[src/rtl/segasys1_mainio.sv]
// segasys1_mainio: main-CPU I/O block for the System 1 family.
// Decodes Z80 I/O cycles for player inputs, DIP switches, the video-mode
// latch and a sound-command FIFO, and generates the main-CPU clock enable.
module segasys1_mainio #(
  parameter int NUM_IN  = 3,
  parameter int DEPTH   = 4,
  parameter int CLK_DIV = 16
) (
  input  logic                      CLK48M,
  input  logic                      RESET,
  input  logic [7:0]                CPUAD,
  input  logic [7:0]                CPUDO,
  input  logic                      CPUIORQ,
  input  logic                      CPURD,
  input  logic                      CPUWR,
  input  logic [8*NUM_IN-1:0]       INP,
  input  logic [7:0]                DSW0,
  input  logic [7:0]                DSW1,
  output logic                      DV,
  output logic [7:0]                OD,
  output logic [7:0]                VIDMD,
  output logic [7:0]                SNDNO,
  output logic                      SNDRQ,
  input  logic                      SNDACK,
  output logic [$clog2(DEPTH):0]    SNDLVL,
  output logic                      SNDOVF,
  output logic                      CPUCE
);

  localparam int AW = $clog2(DEPTH);
  localparam int LW = AW + 1;
  localparam int CW = $clog2(CLK_DIV);

  // Bus qualification and address classes
  logic       rd_q;
  logic       wq;
  logic       wq_d;
  logic       wr_ev;
  logic       vid_sel;
  logic       snd_sel;
  logic [2:0] idx;

  // Sound-command FIFO state
  logic [7:0]    mem [DEPTH];
  logic [AW-1:0] rd_ptr;
  logic [AW-1:0] wr_ptr;
  logic [LW-1:0] count;
  logic          full;
  logic          push;
  logic          pop;
  logic          wr_en;

  // Clock-enable divider
  logic [CW-1:0] ce_cnt;
  logic          ce_wrap;

  assign rd_q    = CPUIORQ & CPURD;
  assign wq      = CPUIORQ & CPUWR;
  assign idx     = CPUAD[4:2];
  assign vid_sel = (CPUAD == 8'h15) || (CPUAD == 8'h19);
  assign snd_sel = (CPUAD == 8'h14) || (CPUAD == 8'h18);

  // One event per bus write, on the cycle the strobe first rises.
  assign wr_ev = wq & ~wq_d & ~RESET;

  assign full  = (count == LW'(DEPTH));
  assign push  = wr_ev & snd_sel;
  assign pop   = SNDACK & (count != '0);
  // A full FIFO still takes the new byte when the head is popped on the same edge.
  assign wr_en = push & (~full | pop);

  assign SNDRQ  = (count != '0);
  assign SNDLVL = count;
  assign SNDNO  = (count == '0) ? 8'h00 : mem[rd_ptr];

  assign ce_wrap = (ce_cnt == CW'(CLK_DIV - 1));

  // Read mux: video-mode readback wins over the port decode.
  always_comb begin
    // NOTE: every output of this block gets a default first so no path leaves it unassigned (no latch).
    DV = 1'b0;
    OD = 8'hFF;
    if (rd_q) begin
      if (vid_sel) begin
        DV = 1'b1;
        OD = VIDMD;
      end else if (idx < 3'(NUM_IN)) begin
        DV = 1'b1;
        for (int n = 0; n < NUM_IN; n++) begin
          if (idx == 3'(n)) OD = INP[8*n +: 8];
        end
      end else if (idx == 3'(NUM_IN)) begin
        DV = 1'b1;
        OD = CPUAD[0] ? DSW1 : DSW0;
      end else if (idx == 3'(NUM_IN + 1)) begin
        DV = 1'b1;
        OD = DSW1;
      end
    end
  end

  // Delayed write strobe; it tracks the strobe even in reset, so a strobe held
  // across reset release is not mistaken for a new bus cycle.
  always_ff @(posedge CLK48M) begin
    // NOTE: sequential state uses non-blocking assignments so all registers update from pre-edge values.
    wq_d <= wq;
  end

  // Video-mode latch.
  always_ff @(posedge CLK48M) begin
    if (RESET) begin
      VIDMD <= 8'h00;
    end else if (wr_ev && vid_sel) begin
      VIDMD <= CPUDO;
    end
  end

  // FIFO storage.
  always_ff @(posedge CLK48M) begin
    // NOTE: the buffer has no reset; SNDNO is masked to zero while the FIFO is empty instead.
    if (wr_en) mem[wr_ptr] <= CPUDO;
  end

  // FIFO pointers, occupancy and sticky overflow.
  always_ff @(posedge CLK48M) begin
    if (RESET) begin
      rd_ptr <= '0;
      wr_ptr <= '0;
      count  <= '0;
      SNDOVF <= 1'b0;
    end else begin
      if (wr_en) wr_ptr <= wr_ptr + 1'b1;
      if (pop)   rd_ptr <= rd_ptr + 1'b1;
      if (push && full && !pop) SNDOVF <= 1'b1;
      if (wr_en && !pop)       count <= count + 1'b1;
      else if (pop && !wr_en)  count <= count - 1'b1;
    end
  end

  // CPU clock-enable divider; CPUCE follows the wrapping edge by one cycle.
  always_ff @(posedge CLK48M) begin
    if (RESET) begin
      ce_cnt <= '0;
      CPUCE  <= 1'b0;
    end else begin
      CPUCE  <= ce_wrap;
      ce_cnt <= ce_wrap ? '0 : ce_cnt + 1'b1;
    end
  end

endmodule

[config.mk]
export PLATFORM = sky130hd
export DESIGN_NAME = segasys1_mainio
export DESIGN_NICKNAME = d
export VERILOG_FILES = /design/src/rtl/segasys1_mainio.sv
export SDC_FILE = /design/constraint.sdc
export NUM_CORES = 1
export LEC_CHECK = 0
export BUFFER_PORTS_ARGS = -buffer_cell sky130_fd_sc_hd__buf_2
export CAP_MARGIN = 10
export CORE_ASPECT_RATIO = 2
export CORE_MARGIN = 3
export CORE_UTILIZATION = 54
export CTS_CLUSTER_DIAMETER = 50
export DETAILED_ROUTE_END_ITERATION = 7
export HOLD_SLACK_MARGIN = 0.08
export PLACE_DENSITY = 0.95
export SLEW_MARGIN = 20
export SYNTH_ARGS = -nofsm -noshare
export SYNTH_HDL_FRONTEND = slang
export SYNTH_SLANG_ARGS = --single-unit
[constraint.sdc]
create_clock -name CLK48M -period 6.6 [get_ports CLK48M]
set_clock_uncertainty 0.15 [all_clocks]
set_input_delay 0.33 -clock CLK48M [delete_from_list [all_inputs] [get_ports CLK48M]]
set_output_delay 0.33 -clock CLK48M [all_outputs]
set_load 0.005 [all_outputs]
==> impl_metrics.yaml, run 1 <==
logic_synthesis:
  synthAdderAreaFrac: 0.0350
  synthCells: 217
  synth_top_family_by_area: "multiplexers"
  syn_area_per_cell_sq_um: 12.5
  ys_async_sr_fraction: 0
  synth_xor_area_frac: 0.0193
  synth-edff-count: 32
  synthDominantCellAreaShare: 0.354
  yosys.area_share.simple: 0.139
  synthMuxAreaShare: 0.162
  ys_top_cells_by_count: "edfxtp_1, nor2_1, dfxtp_1"
  synth.distinct_cells: 37
  ys_seq_area_frac: 0.531
  synth_warnings: 0
  syn_nets: 286
  yosysMostFrequentCell: "edfxtp_1"
  synth_compound_area_frac: 0.0930
  synth_top_flop_cell: "edfxtp_1"
  ys_ff_latch: 56
  yosysTopAreaCell: "edfxtp_1"
  synthTopCellsByArea: "edfxtp_1, dfxtp_1, mux4_2, mux2i_1, nor2_1"
  syn-cell-area_sq_um: 2720
finish:
  layout-drive-gt1-share: 0.390
  layoutNonFillerInstCount: 363
  syn_to_final_growth_pct: 21.8
  final_core_util: 0.700
  fin_area_sq_um: 3310
  antennaDiodeCount: 0
  nFillCells: 377
  nets: 376
setup_path:
  crit_path_end_kind: "flip-flop"
  arrival_ns: 3.09
  path_max_fanout: 3
  crit_type: "primary input to flip-flop"
  crit_path_start_kind: "primary input"
  required_ns: 6.69
placement:
  placed_cells_incl_taps: 354
  gp_congestion: 0.789
  port_buffers: 92
  placedInstanceArea_sq_um: 3210
  hpwl_um: 5320
  preCtsSetupSlack_ns: 3.42
detailed_routing:
  first_pass_iters: 4
  vias: 2068
  finalWirelength_um: 6450
  drtIter0Drc: 54
  wire_per_inst_um: 17.8
  via_per_inst: 5.70
  drt.antenna.violating_nets: 0
  drc_errors: 0
power:
  power_mw: 0.813
  power_density_nw_per_um2: 246
  power.leakage_nw: 1.37
  vdd.ir_drop.worst_uv: 191
sta:
  rsz0062_at_grt: "false"
  setup_violations: 0
  finalHoldViolations: 0
  maxClockFrequency_ghz: 0.334
  fin_crit_sh: 0.454
  slew_viol_final: 0
  fin_crit_ns: 3.00
  fin_hold_ws_ns: 0.106
  worst_slack_ns: 3.60
  finalSetupTns_ns: 0
  slew-limit-headroom: 0.523
  tightest_slew_ns: 0.710
global_route:
  grt_pass1_wl_um: 10600
  overflow: 0
  antenna_found_initial: 0
  grt_max_degree: 24
  grt_pass1_vias: 2248
  track_usage: 0.229
worst_hold_path:
  min_path_type: "primary input to flip-flop"
clocking:
  clk_path_buf_depth: 2
  clock_latency_ns: 0.31
  cts_buffers: 5
  post_cts_resized: 0
  clock-sinks: 56
  path_clk_slew_ns: 0.10
  cts_setup_buffers: 0
  postCtsHoldBufs: 1
  root_buffer: "clkbuf_8"
  cts_tree: "yes"
  cts-htree-levels: 2
die:
  design.core.area_sq_um: 4730
  initial_core_util: 0.574
  die_area_sq_um: 5970
  design.portCount: 93
  die_x_um: 56.2
  die_h_um: 106
  rows: 35
run:
  maxCapViolCount: 0
status:
  status: "finished clean"
[critical path, stage by stage]
cell and delay, ns:
dlygate4sd3_1 0.53, buf_2 0.11, nand4bb_1 0.20, or4b_1 0.53
nor2_1 0.16, ha_1 0.20, inv_1 0.06, fa_1 0.37
xor2_1 0.15, or3_1 0.31, a21oi_1 0.14
[layout make-up]
cell class	count	area [sq um]	area share
inverters	5	18.8	0.00567
clock buffers	5	68.8	0.0208
repair buffers	93	470	0.142
multi-input cells	146	1220	0.368
flip-flops and latches	56	1440	0.436
clock inverters	3	22.5	0.00681
well taps	55	68.8	0.0208
[report_power, final]
group          switching (mW)  internal (mW)  leakage (nW)  total, mW
registers              0.0260          0.384         0.482      0.410
clock network           0.109         0.0761        0.0485      0.185
logic                   0.102          0.116         0.836      0.218
total                   0.237          0.576          1.37      0.813
[layout by cell type (no fill, tap or decap), drive strengths merged, types with 2 or more instances in the layout]
cell and n:
nand3 4, and3 5, mux2 8, nor3 2, o221ai 8, xnor2 2
mux4 8, ha 6, or4b 2, nor2b 2, xor2 4, nor2 29
buf 92, nand2 2, clkbuf 5, nor4b 2, mux2i 17, dfxtp 24
a22oi 8, and2 9, inv 6, o21ai 4, or3 2, a2bb2oi 8
clkinv 2, edfxtp 32, a21oi 5
[routing by layer]
| layer | track usage | vias up | routed length, um |
|---|---|---|---|
| met5 | 0 | - | 0 |
| met4 | 0.0883 | 0 | 162 |
| met3 | 0.0413 | 13 | 310 |
| met2 | 0.451 | 70 | 3760 |
| met1 | 0.226 | 978 | 2210 |
| li1 | - | 1007 | - |
[state kept, by name, indices dropped and copies added (netlist names), named ones only]
signal / cells
mem: 32
SNDOVF: 1
CPUCE: 1
rd_ptr: 2
ce_cnt: 4
wq_d: 1
wr_ptr: 2
VIDMD: 8
SNDLVL: 3
[kinds of logic (layout without fill, tap and decap cells)]
kind of cell    after synthesis  in the layout
mux                          33             33
xor+xnor                      6              6
fa+ha+maj                     7              7
compound gates               34             34
simple gates                 66             66
flops                        56             56
buf+inv                      15            106
[path summary, 6_finish.rpt]
path	from	end	slack [ns]	depth (start not counted)
worst max-delay path	CPUWR	SNDLVL[2]	3.60	11
worst min-delay path	CPUDO[4]	mem[0][4]	0.11	1
worst max register to register	wq_d	SNDLVL[2]	3.90	9
worst min register to register	SNDOVF	SNDOVF	0.33	2
Note: power is estimated with default switching activity, not from simulation.
==> inputs of run 2 (changes only) <==
--- a/config.mk
+++ b/config.mk
@@ -9,11 +9,11 @@
 export CAP_MARGIN = 10
 export CORE_ASPECT_RATIO = 2
 export CORE_MARGIN = 3
-export CORE_UTILIZATION = 54
+export CORE_UTILIZATION = 45
 export CTS_CLUSTER_DIAMETER = 50
 export DETAILED_ROUTE_END_ITERATION = 7
 export HOLD_SLACK_MARGIN = 0.08
-export PLACE_DENSITY = 0.95
+export PLACE_DENSITY = 0.87
 export SLEW_MARGIN = 20
 export SYNTH_ARGS = -nofsm -noshare
 export SYNTH_HDL_FRONTEND = slang
==> constraint.sdc (replaced) <==
create_clock -name CLK48M -period 2.5 [get_ports CLK48M]
set_clock_uncertainty 0.15 [all_clocks]
set_input_delay 0.125 -clock CLK48M [delete_from_list [all_inputs] [get_ports CLK48M]]
set_output_delay 0.125 -clock CLK48M [all_outputs]
set_load 0.005 [all_outputs]
==> run 2 against run 1 <==
Effect of this change:
- register-to-register slack got worse by 3.9 ns
- clock-buffer cell count unchanged
- clock power increased to 4.1 times the previous value
- critical path depth decreased by 1
- final area is 9.7% higher
- via count is 3.8% higher
- sequential cell count stayed put
- first-iteration DRC count down 5.6%
- critical path type unchanged
- critical endpoint unchanged
- largest cell class unchanged
- highest routed layer unchanged
==> impl_metrics.yaml, run 2 (synthesis gave the netlist of run 1 again) <==
status:
  status: "finished clean"
detailed_routing:
  top_layer: "met4"
  via_per_inst: 5.47
  wirelength_met1_um: 2180
  wl_met2_um: 3460
  wire_per_inst_um: 15.6
  wl_met3_um: 299
  first_pass_iters: 4
  vias: 2146
  drc_errors: 0
  drtIter0Drc: 51
  finalWirelength_um: 6120
  drt.antenna.violating_nets: 0
setup_path:
  crit_path_start_kind: "primary input"
  timing.rr.end: "SNDLVL[2]"
  path_max_fanout: 2
  r2r_start: "wq_d"
  r2r_slack_ns: 0.05
  crit_type: "primary input to flip-flop"
  required_ns: 2.57
  crit_family: "simple AND/OR/NAND/NOR gates"
  crit_buf_inv: 2
  worstRegToRegCells: 9
  slowest_stage: "or4b_4"
  cp_cell_sequence: "buf_2, or4b_4, or4b_4, nor2_4, ha_4, inv_1, fa_2, xor2_1, or3_1, a21oi_1"
  cpPeakStageDelay_ns: 0.57
  crit_path_end_kind: "flip-flop"
  arrival_ns: 2.55
  cpMostUsedCell: "or4b_4"
finish:
  final_cell_mix: "buf_2, edfxtp_1, nor2_1"
  final_common_cell: "buf_2"
  reg_top3: "mem: 32 flops, VIDMD: 8 flops, ce_cnt: 4 flops"
  regMostFlops: "mem"
  final_core_util: 0.631
  fin_area_sq_um: 3630
  nets: 399
  nFillCells: 447
  layout-drive-gt1-share: 0.420
  antennaDiodeCount: 0
  largest_register_ff_count: 32
  syn_to_final_growth_pct: 33.7
die:
  rows: 39
  initial_core_util: 0.472
  die_x_um: 60.9
  design.portCount: 93
  die_h_um: 116
  design.core.area_sq_um: 5760
  die_area_sq_um: 7060
sta:
  setup_violations: 0
  slew-limit-headroom: 0.588
  fin_crit_ns: 2.47
  tightest_slew_ns: 0.616
  finalHoldViolations: 0
  fin_crit_sh: 0.990
  slew_viol_final: 0
  maxClockFrequency_ghz: 0.404
  rsz0062_at_grt: "true"
placement:
  placedInstanceArea_sq_um: 3340
  gp_congestion: 0.810
  hpwl_um: 4940
  port_buffers: 92
power:
  power.leakage_nw: 1.51
  power_density_nw_per_um2: 685
  vdd.ir_drop.worst_uv: 323
global_route:
  grt_pass1_vias: 2183
  grt_max_degree: 23
  track_usage: 0.186
  antenna_found_initial: 0
  overflow: 0
  grt_pass1_wl_um: 9770
clocking:
  root_buffer: "clkbuf_16"
  cts-htree-levels: 2
  clk_path_buf_depth: 2
  clock-sinks: 56
  cts_buffers: 5
  clock_latency_ns: 0.29
  path_clk_slew_ns: 0.07
  cts_tree: "yes"
worst_hold_path:
  worstHoldStart: "SNDACK"
  min_path_type: "primary input to flip-flop"
  holdPathStages: 4
  hold_end: "rd_ptr[1]"
run:
  maxCapViolCount: 0
==> run 2: cell type report <==
cell class | count | area (sq um) | share of cell area
flip-flops and latches | 56 | 1440 | 0.397
multi-input cells | 146 | 1260 | 0.347
repair buffers | 116 | 666 | 0.183
clock buffers | 5 | 125 | 0.0345
well taps | 61 | 76.3 | 0.0210
clock inverters | 3 | 42.5 | 0.0117
inverters | 5 | 18.8 | 0.00517
==> run 2: tightest hold or removal path, stage by stage <==
cell	delay (ns)
buf_2	0.12
nand3_1	0.09
xor2_1	0.06
nor2_1	0.11
==> run 2: how the worst max path moves through the flow <==
stage,start,endpoint,slack [ns],cells after the start
final,CPUAD[6],SNDLVL[2],0.03,10
after global routing,CPUAD[6],SNDLVL[2],-0.06,10
after floorplan,CPUAD[6],SNDLVL[2],-0.11,9
after detailed placement,CPUAD[6],SNDLVL[2],-0.26,10
after CTS,wq_d,SNDLVL[2],0.01,9
after global placement,CPUAD[6],SNDLVL[2],-0.17,10
==> run 2: where the power goes <==
group	switching (mW)	internal, mW
clock	0.296	0.470
combinational	0.277	0.363
sequential	0.0683	1.01
total	0.641	1.85
==> run 2: stage by stage <==
step	hold slack [ns]	total power [mW]	setup TNS (ns)	instances	setup slack, ns
floorplan	0.0466	1.46	-0.108	217	-0.108
detailed placement	0.203	1.74	-0.256	373	-0.256
CTS	0.120	2.51	0	392	0.0127
global route	0.151	2.63	-0.0625	392	-0.0625
global placement	0.199	1.72	-0.175	373	-0.175
finish	0.114	2.49	0	392	0.0261
==> run 2: repair_timing <==
item / in CTS / in global routing
endpoints found under the hold margin: 41 / 0
setup endpoints to repair: 1 / 1
buffers inserted: 1 / 0
hold buffers: 10 / 0
resized for setup: 0 / 1
cloned: 0 / 0
pin swaps: 2 / 0
==> run 2: per-layer routing <==
| metal | up-vias | GRT usage |
|---|---|---|
| li1 | 1053 | - |
| met5 | - | 0 |
| met2 | 76 | 0.346 |
| met4 | 0 | 0.0984 |
| met1 | 1005 | 0.191 |
| met3 | 12 | 0.0212 |
